$ cat src/rtl/alumux_arbiter.sv
// Round-robin arbiter for two requesters sharing a single 4-function ALU.
// Each operation takes three cycles: grant (IDLE), compute (EXEC), respond (RESP).
module alumux_arbiter #(
    parameter int N = 4
) (
    input  logic             clk,
    input  logic             rst_n,
    input  logic [1:0]       req_valid,
    output logic [1:0]       req_ready,
    input  logic [3:0]       req_op,
    input  logic [2*N-1:0]   req_a,
    input  logic [2*N-1:0]   req_b,
    input  logic [2*N-1:0]   req_c,
    input  logic [2*N-1:0]   req_d,
    output logic             rsp_valid,
    input  logic             rsp_ready,
    output logic [2*N-1:0]   rsp_data,
    output logic             rsp_id,
    output logic             busy
);

    localparam int W = 2 * N;
    localparam logic [N:0] SHIFT_LIMIT = (N + 1)'(W);

    localparam logic [1:0] OP_ADD3 = 2'b00;
    localparam logic [1:0] OP_SUB  = 2'b01;
    localparam logic [1:0] OP_SHR  = 2'b10;
    localparam logic [1:0] OP_SHL  = 2'b11;

    typedef enum logic [1:0] {
        IDLE = 2'b00,
        EXEC = 2'b01,
        RESP = 2'b10
    } state_t;

    state_t         state_r;
    state_t         state_s;
    logic [1:0]     rst_sync_r;
    logic           run_en_s;
    logic           last_grant_r;
    logic           grant_s;
    logic           grant_valid_s;
    logic           accept_s;
    logic [1:0]     req_ready_s;
    logic [1:0]     op_sel_s;
    logic [N-1:0]   a_sel_s;
    logic [N-1:0]   b_sel_s;
    logic [N-1:0]   c_sel_s;
    logic [N-1:0]   d_sel_s;
    logic [1:0]     op_r;
    logic [N-1:0]   a_r;
    logic [N-1:0]   b_r;
    logic [N-1:0]   c_r;
    logic [N-1:0]   d_r;
    logic           id_r;
    logic           rsp_valid_r;
    logic [W-1:0]   rsp_data_r;
    logic           rsp_id_r;
    logic           busy_r;

    // Operands are zero-extended to W bits; results wrap modulo 2^W.
    function automatic logic [W-1:0] alu_f(
        input logic [1:0]   op,
        input logic [N-1:0] a,
        input logic [N-1:0] b,
        input logic [N-1:0] c,
        input logic [N-1:0] d
    );
        logic [W-1:0] a_x;
        logic [W-1:0] b_x;
        logic [W-1:0] c_x;
        logic [W-1:0] res;
        logic         too_far;
        a_x     = {{N{1'b0}}, a};
        b_x     = {{N{1'b0}}, b};
        c_x     = {{N{1'b0}}, c};
        too_far = ({1'b0, d} >= SHIFT_LIMIT);
        case (op)
            OP_ADD3: res = a_x + b_x + c_x;
            OP_SUB:  res = c_x - b_x;
            OP_SHR:  res = too_far ? {W{1'b0}} : (a_x >> d);
            OP_SHL:  res = too_far ? {W{1'b0}} : (b_x << d);
            default: res = {W{1'b0}};
        endcase
        return res;
    endfunction

    // Reset release is resynchronised; grants are held off until it propagates.
    always_ff @(posedge clk or negedge rst_n) begin
        if (!rst_n) begin
            rst_sync_r <= 2'b00;
        end else begin
            rst_sync_r <= {rst_sync_r[0], 1'b1};
        end
    end

    assign run_en_s = rst_sync_r[1];

    // Round-robin selection: on contention, the requester not served last wins.
    always_comb begin
        grant_s       = 1'b0;
        grant_valid_s = 1'b0;
        case (req_valid)
            2'b01: begin
                grant_s       = 1'b0;
                grant_valid_s = 1'b1;
            end
            2'b10: begin
                grant_s       = 1'b1;
                grant_valid_s = 1'b1;
            end
            2'b11: begin
                grant_s       = ~last_grant_r;
                grant_valid_s = 1'b1;
            end
            default: begin
                grant_s       = 1'b0;
                grant_valid_s = 1'b0;
            end
        endcase
    end

    // Handshake qualification and operand selection for the granted requester.
    always_comb begin
        accept_s    = (state_r == IDLE) && run_en_s && grant_valid_s;
        req_ready_s = 2'b00;
        if (accept_s) begin
            req_ready_s = grant_s ? 2'b10 : 2'b01;
        end else begin
            req_ready_s = 2'b00;
        end
        op_sel_s = grant_s ? req_op[3:2]  : req_op[1:0];
        a_sel_s  = grant_s ? req_a[W-1:N] : req_a[N-1:0];
        b_sel_s  = grant_s ? req_b[W-1:N] : req_b[N-1:0];
        c_sel_s  = grant_s ? req_c[W-1:N] : req_c[N-1:0];
        d_sel_s  = grant_s ? req_d[W-1:N] : req_d[N-1:0];
    end

    // Next-state logic for the grant / execute / respond sequence.
    always_comb begin
        state_s = state_r;
        case (state_r)
            IDLE: begin
                if (accept_s) begin
                    state_s = EXEC;
                end else begin
                    state_s = IDLE;
                end
            end
            EXEC: begin
                state_s = RESP;
            end
            RESP: begin
                if (rsp_ready) begin
                    state_s = IDLE;
                end else begin
                    state_s = RESP;
                end
            end
            default: begin
                state_s = IDLE;
            end
        endcase
    end

    // State register plus registered status outputs derived from the next state.
    always_ff @(posedge clk or negedge rst_n) begin
        if (!rst_n) begin
            state_r     <= IDLE;
            rsp_valid_r <= 1'b0;
            busy_r      <= 1'b0;
        end else begin
            state_r     <= state_s;
            rsp_valid_r <= (state_s == RESP);
            busy_r      <= (state_s != IDLE);
        end
    end

    // Operand capture at the request handshake; last_grant starts at 1 so requester 0 wins first.
    always_ff @(posedge clk or negedge rst_n) begin
        if (!rst_n) begin
            op_r         <= 2'b00;
            a_r          <= {N{1'b0}};
            b_r          <= {N{1'b0}};
            c_r          <= {N{1'b0}};
            d_r          <= {N{1'b0}};
            id_r         <= 1'b0;
            last_grant_r <= 1'b1;
        end else if (accept_s) begin
            op_r         <= op_sel_s;
            a_r          <= a_sel_s;
            b_r          <= b_sel_s;
            c_r          <= c_sel_s;
            d_r          <= d_sel_s;
            id_r         <= grant_s;
            last_grant_r <= grant_s;
        end
    end

    // Result register loads only in EXEC and holds through RESP back-pressure.
    always_ff @(posedge clk or negedge rst_n) begin
        if (!rst_n) begin
            rsp_data_r <= {W{1'b0}};
            rsp_id_r   <= 1'b0;
        end else if (state_r == EXEC) begin
            rsp_data_r <= alu_f(op_r, a_r, b_r, c_r, d_r);
            rsp_id_r   <= id_r;
        end
    end

    assign req_ready = req_ready_s;
    assign rsp_valid = rsp_valid_r;
    assign rsp_data  = rsp_data_r;
    assign rsp_id    = rsp_id_r;
    assign busy      = busy_r;

endmodule

$ cat config.mk
export PLATFORM = sky130hd
export DESIGN_NAME = alumux_arbiter
export DESIGN_NICKNAME = d
export VERILOG_FILES = /design/src/rtl/alumux_arbiter.sv
export SDC_FILE = /design/constraint.sdc
export NUM_CORES = 1
export LEC_CHECK = 0
export ABC_CLOCK_PERIOD_IN_PS = 3900
export BUFFER_PORTS_ARGS = -buffer_cell sky130_fd_sc_hd__buf_4
export CORE_MARGIN = 2
export CORE_UTILIZATION = 45
export CTS_CLUSTER_DIAMETER = 50
export CTS_CLUSTER_SIZE = 14
export DETAILED_ROUTE_END_ITERATION = 6
export GPL_ROUTABILITY_DRIVEN = 0
export PLACE_DENSITY = 0.68
export SLEW_MARGIN = 20
export SYNTH_ARGS = -nofsm -noshare
export SYNTH_HDL_FRONTEND = slang
export SYNTH_SLANG_ARGS = --single-unit
$ cat constraint.sdc
create_clock -name clk -period 3.9 [get_ports clk]
set_input_delay 0.585 -clock clk [delete_from_list [all_inputs] [get_ports clk]]
set_output_delay 0.585 -clock clk [all_outputs]
set_load 0.03 [all_outputs]
# After elaboration in Yosys (flattened, before gate mapping)
# Index checks and enable logic that the tools add are counted.
# op_classes
n_addsub	3
order_cmp	1
eq_ne	9
shifts	2
n_mux	15
bitwise	1
n_reduce_logical	6
# ops
op	count
case mux 8 bit (4 select lines)	1
2-to-1 mux 4 bit	4
2-to-1 mux 8 bit	2
equality test 2 bit, second input constant	6
2-to-1 mux 2 bit	4
<< shifter 4 x 4 -> 8 bit	1
right shift 4 x 4 -> 8 bit	1
adder 5 x 4 -> 6 bit	1
equality test 2 x 1 -> 1 bit, second input constant	3
case mux 2 bit (3 select lines)	1
adder 4 x 4 -> 5 bit	1
subtractor 4 x 4 -> 5 bit	1
>= comparator 4 bit, second input constant	1
logical NOT 2 bit	2
OR reduction 3 bit	1
logical AND 1 bit	2
2-to-1 mux 1 bit	2
case mux 1 bit (2 select lines)	1
nonzero test 2 bit	1
NOT 1 bit	1
# word_totals
regBits	35
input_bits	41
output_inout_bits	13
elab_cells	50

# Logic depth before layout (Yosys ltp)
# depth
ltp_word	7
depth_mapped	9
depth_no_buf	9

# Worst setup path after synthesis
# Ideal clock, no wire load.
# synth_path
path_type	input to output
from	input port req_valid[1]
to	output port req_ready[1]
t_arrival_ns	1.516
required_ns	3.315
path_slack_ns	1.799
path_stages	3
path_buffers	1
path_cell_list	a21boi_1 buf_4 nor2b_1
# synth_between
elab_chain_len	5
word_cells_on_any_way	9
cone_classes	3 x eq/ne; 4 x mux; 2 x reduce/logical
# synth_rtl
element	line	text
start, declared	8	input logic [1:0] req_valid,
equality test 2 bit or equality test 2 x 1 -> 1 bit (tied branches)	103	case (req_valid)
OR reduction 3 bit (no source line)	--	
2-to-1 mux 1 bit	103	
logical AND 1 bit	125	accept_s = (state_r == IDLE) && run_en_s && grant_valid_s;
2-to-1 mux 2 bit (*)	127	if (accept_s) begin
end, declared	9	output logic [1:0] req_ready,
# Every way passes the cells marked *; elsewhere a longest branch is shown, timed or not.

# Final worst setup path
# layout_path
from	register state_r[1]
to	output port req_ready[1]
# layout_between
elab_chain_len	4
# layout_rtl
element	line	text
start, declared	36	state_t state_r;
start signal, assigned	173	state_r <= state_s;
logical NOT 2 bit	125	
logical AND 1 bit (2 in series)	125	
2-to-1 mux 2 bit	127	
# Every way passes these cells.

==> metrics.log <==
INFO  metric number_of_enable_flip_flop_cells_after_synthesis = 0
INFO  metric run_status = finished clean
INFO  metric synth_area_leader_cell = sky130_fd_sc_hd__dfrtp_1
INFO  metric global_route.usage.met3 = 0.0439
INFO  metric grt_start_max_net_pins = 36
INFO  metric route.final.wire_length = 4.49 mm
INFO  metric synth_top_area_frac = 0.391
INFO  metric power.combinational.fraction = 0.525
INFO  metric initial_core_util = 0.463
INFO  metric post_route_cells_drive_above_1_share = 0.240
INFO  metric grt_first_pass_wirelength = 7.74 mm
INFO  metric clk_path_buf_depth = 2
INFO  metric ctsRootBufferMaster = sky130_fd_sc_hd__clkbuf_8
INFO  metric finalSetupTns = 0 ps
INFO  metric place.port_buffers = 53
INFO  metric tightest_slew = 732 ps
INFO  metric setup_viol = 0
INFO  metric yosysWarnings = 0
INFO  metric die_h = 73.5 um
INFO  metric core_region_area = 4690 um^2
INFO  metric vias_per_cell = 5.19
INFO  metric post_cts_resized = 0
INFO  metric tritoncts_clock_tree = yes
INFO  metric p_switching = 908 uW
INFO  metric layout.filler_cells = 439
INFO  metric synth_area_leaders = sky130_fd_sc_hd__dfrtp_1 (39%), sky130_fd_sc_hd__mux2i_1 (12%), sky130_fd_sc_hd__fa_1 (5.5%), sky130_fd_sc_hd__o21ai_0 (5.3%), sky130_fd_sc_hd__nand2_1 (5.0%)
INFO  metric antenna_violations_before_repair = 0
INFO  metric design.final.nets = 328
INFO  metric worst_skew_pair.late_latency = 280 ps
INFO  metric final-seq-area = 877 um^2
INFO  metric synthFlopType = sky130_fd_sc_hd__dfrtp_1
INFO  metric cts.htree.levels = 2
INFO  metric min_period_over_period = 0.581
INFO  metric post-dp-hpwl = 3.49 mm
INFO  metric required_time_reported_for_the_critical_path_endpoint = 3310 ps
INFO  metric groute.usage.overall = 0.186
INFO  metric clkSinkCount = 35
INFO  metric num_antenna_cells = 0
INFO  metric static-leakage-power = 1.29 nW
INFO  metric mappedNetlistNets = 280
INFO  metric num_rows = 25
INFO  metric cp_class = reg -> out
INFO  metric cell_with_the_most_instances_after_synthesis = sky130_fd_sc_hd__dfrtp_1
INFO  metric yosysUniqueCellTypes = 40
INFO  metric seq_area_frac_synth = 0.403
INFO  metric timing.fmax = 441 MHz
INFO  metric hold_path_class = in -> async
INFO  metric top_usage_layer = met2
INFO  metric routed_wire_length_per_instance = 13.6 um
INFO  metric cpMaxStageDelayCell = sky130_fd_sc_hd__dfrtp_1
INFO  metric total_power = 2.03 mW
INFO  metric critPathMaxStageDelay = 400 ps
INFO  metric syn_inst = 226
INFO  metric drt_iter0_drc = 52
INFO  metric seq_power_share = 0.352
INFO  metric netSwitchingFraction = 0.447
INFO  metric period_minus_slack = 2270 ps
INFO  metric boundaryPins = 54
INFO  metric postSynth.asyncResetShare = 1.00
INFO  metric drt_pre_antenna_iters = 4
INFO  metric tritoncts.num_buffers = 5
INFO  metric worstSetupEndpointType = output pin
INFO  metric ys_top_cells_by_count = sky130_fd_sc_hd__dfrtp_1 (34), sky130_fd_sc_hd__nand2_1 (29), sky130_fd_sc_hd__mux2i_1 (27), sky130_fd_sc_hd__o21ai_0 (23), sky130_fd_sc_hd__nor2_1 (14)
INFO  metric crit_fanout = 11
INFO  metric power_density = 765 nW/um^2
INFO  metric power.ir.vdd_worst = 0.299 mV
INFO  metric clockPowerShare = 0.122
INFO  metric post-route-worst-setup-slack = 1630 ps
INFO  metric drc_errors = 0
INFO  metric hold_ws = 243 ps
INFO  metric drv.max_cap_violation_count = 0
INFO  metric slew_violations = 0
INFO  metric critical_path_arrival = 1680 ps
INFO  metric grtUsageMet1 = 0.264
INFO  metric crit_path_start_kind = flip-flop
INFO  metric place_worst_setup_slack = 1630 ps
INFO  metric netlist_area = 2170 um^2
INFO  metric power.internal = 1.12 mW
INFO  metric die-area = 5400 um^2
INFO  metric grt_overflow = 0
INFO  metric maximum_clock_skew_at_final_layout = 5.99 ps
INFO  metric cts_post_setup_buffers_inserted = 0
INFO  metric synth_seq_cells = 35
INFO  metric via_count_of_the_first_global_routing_pass = 1667
INFO  metric antenna_violating_nets_post_route = 0
INFO  metric avgSynthCellArea = 9.62 um^2
INFO  metric area_growth_syn_to_layout = 22.1%
INFO  metric floorplan.die.width = 73.5 um
INFO  metric report.final.hold_viol_count = 0
INFO  metric rsz_0062_raised_after_global_routing = false
INFO  metric timing.critical_path.cells = nor2_1 > o211ai_1 > nor2b_1 > buf_4
INFO  metric use_met2 = 0.291
INFO  metric max-slew-margin-rel = 0.510
INFO  metric cts.hold.buffers_added = 0
INFO  metric routed-via-count = 1709
INFO  metric clk_transition_reported_paths = 70 ps
INFO  metric multi_input_comb_area = 1170 um^2
==> power groups by stage <==
stage,logic (mW),clock network (mW),registers [mW]
2_1_floorplan,0.788,0,0.716
3_3_place_gp,1.04,0,0.719
3_5_place_dp,1.07,0,0.723
4_1_cts,1.08,0.259,0.717
5_1_grt,1.21,0.272,0.746
6_report,1.07,0.248,0.716
==> final cells by class <==
cell class | instances | area share
timing repair buffer | 55 | 0.156
sequential | 35 | 0.330
inverter | 12 | 0.0170
clock buffer | 7 | 0.0287
clock inverter | 1 | 0.00189
multi-input combinational | 165 | 0.441
tap | 54 | 0.0254
==> metrics by stage <==
step	instance area, um^2	util	instances
final	2660	0.566	329
after floorplan	2170	-	226
after global placement	2570	0.549	321
after detailed placement	2570	0.549	321
after global routing	2660	0.566	329
after CTS	2660	0.566	329
==> placed cells by master (no fill, tap or decap), types with 3 or more instances in the layout <==
cell                       instances
sky130_fd_sc_hd__inv_1            12
sky130_fd_sc_hd__nand3b_1          4
sky130_fd_sc_hd__nand2_1          29
sky130_fd_sc_hd__a21oi_1          10
sky130_fd_sc_hd__mux2i_1          27
sky130_fd_sc_hd__nor3_1            4
sky130_fd_sc_hd__clkbuf_8          5
sky130_fd_sc_hd__o21ai_0          23
sky130_fd_sc_hd__nor2_1           14
sky130_fd_sc_hd__fa_1              6
sky130_fd_sc_hd__buf_4            55
sky130_fd_sc_hd__a21o_1            4
sky130_fd_sc_hd__ha_1              7
sky130_fd_sc_hd__nand3_1           3
sky130_fd_sc_hd__o21ai_1           4
sky130_fd_sc_hd__a22oi_1           3
sky130_fd_sc_hd__dfrtp_1          34
sky130_fd_sc_hd__nor4_1            5
==> cell families (layout without fill, tap and decap cells) <==
| kind of cell | Yosys count | after routing | share of synthesized area |
|---|---|---|---|
| simple gates | 66 | 66 | 0.146 |
| compound gates | 55 | 55 | 0.157 |
| other cells | 1 | 1 | 0.00172 |
| buf+inv | 26 | 75 | 0.0598 |
| fa+ha+maj | 13 | 13 | 0.0955 |
| mux | 28 | 28 | 0.129 |
| xor+xnor | 2 | 2 | 0.00806 |
| flops | 35 | 35 | 0.403 |
==> sequential cells by signal, summed over array words and instances (netlist names), 2 cells and up <==
register and count:
a_r 4, b_r 4, c_r 4, d_r 4, op_r 2, rsp_data 8, rst_sync_r 2, state_r 2
==> metal layers <==
layer	up-vias	part of all wire
met5	-	0
met1	785	0.49
li1	883	-
met2	41	0.47
met4	0	0
met3	0	0.039
==> path summary, 6_finish.rpt <==
kind                          startpoint             to  slack [ps]  cells past startpoint
max                           state_r[1]   req_ready[1]        1630                      4
min                                rst_n    rsp_data[0]         240                      1
max reg2reg                       b_r[0]    rsp_data[5]        1720                      7
min reg2reg                rst_sync_r[0]  rst_sync_r[1]         350                      0
max in group asynchronous          rst_n   last_grant_r        3310                      1
min in group clk           rst_sync_r[0]  rst_sync_r[1]         350                      0
==> critical path: cells and delay by family (launching register included) <==
family,cells,cell delay [ps]
AO/OA/AOI/OAI,1,330
buffers and inverters,1,200
flip-flops,1,400
AND/OR/NAND/NOR,2,470
No activity file was read; power rests on OpenSTA's default activity.
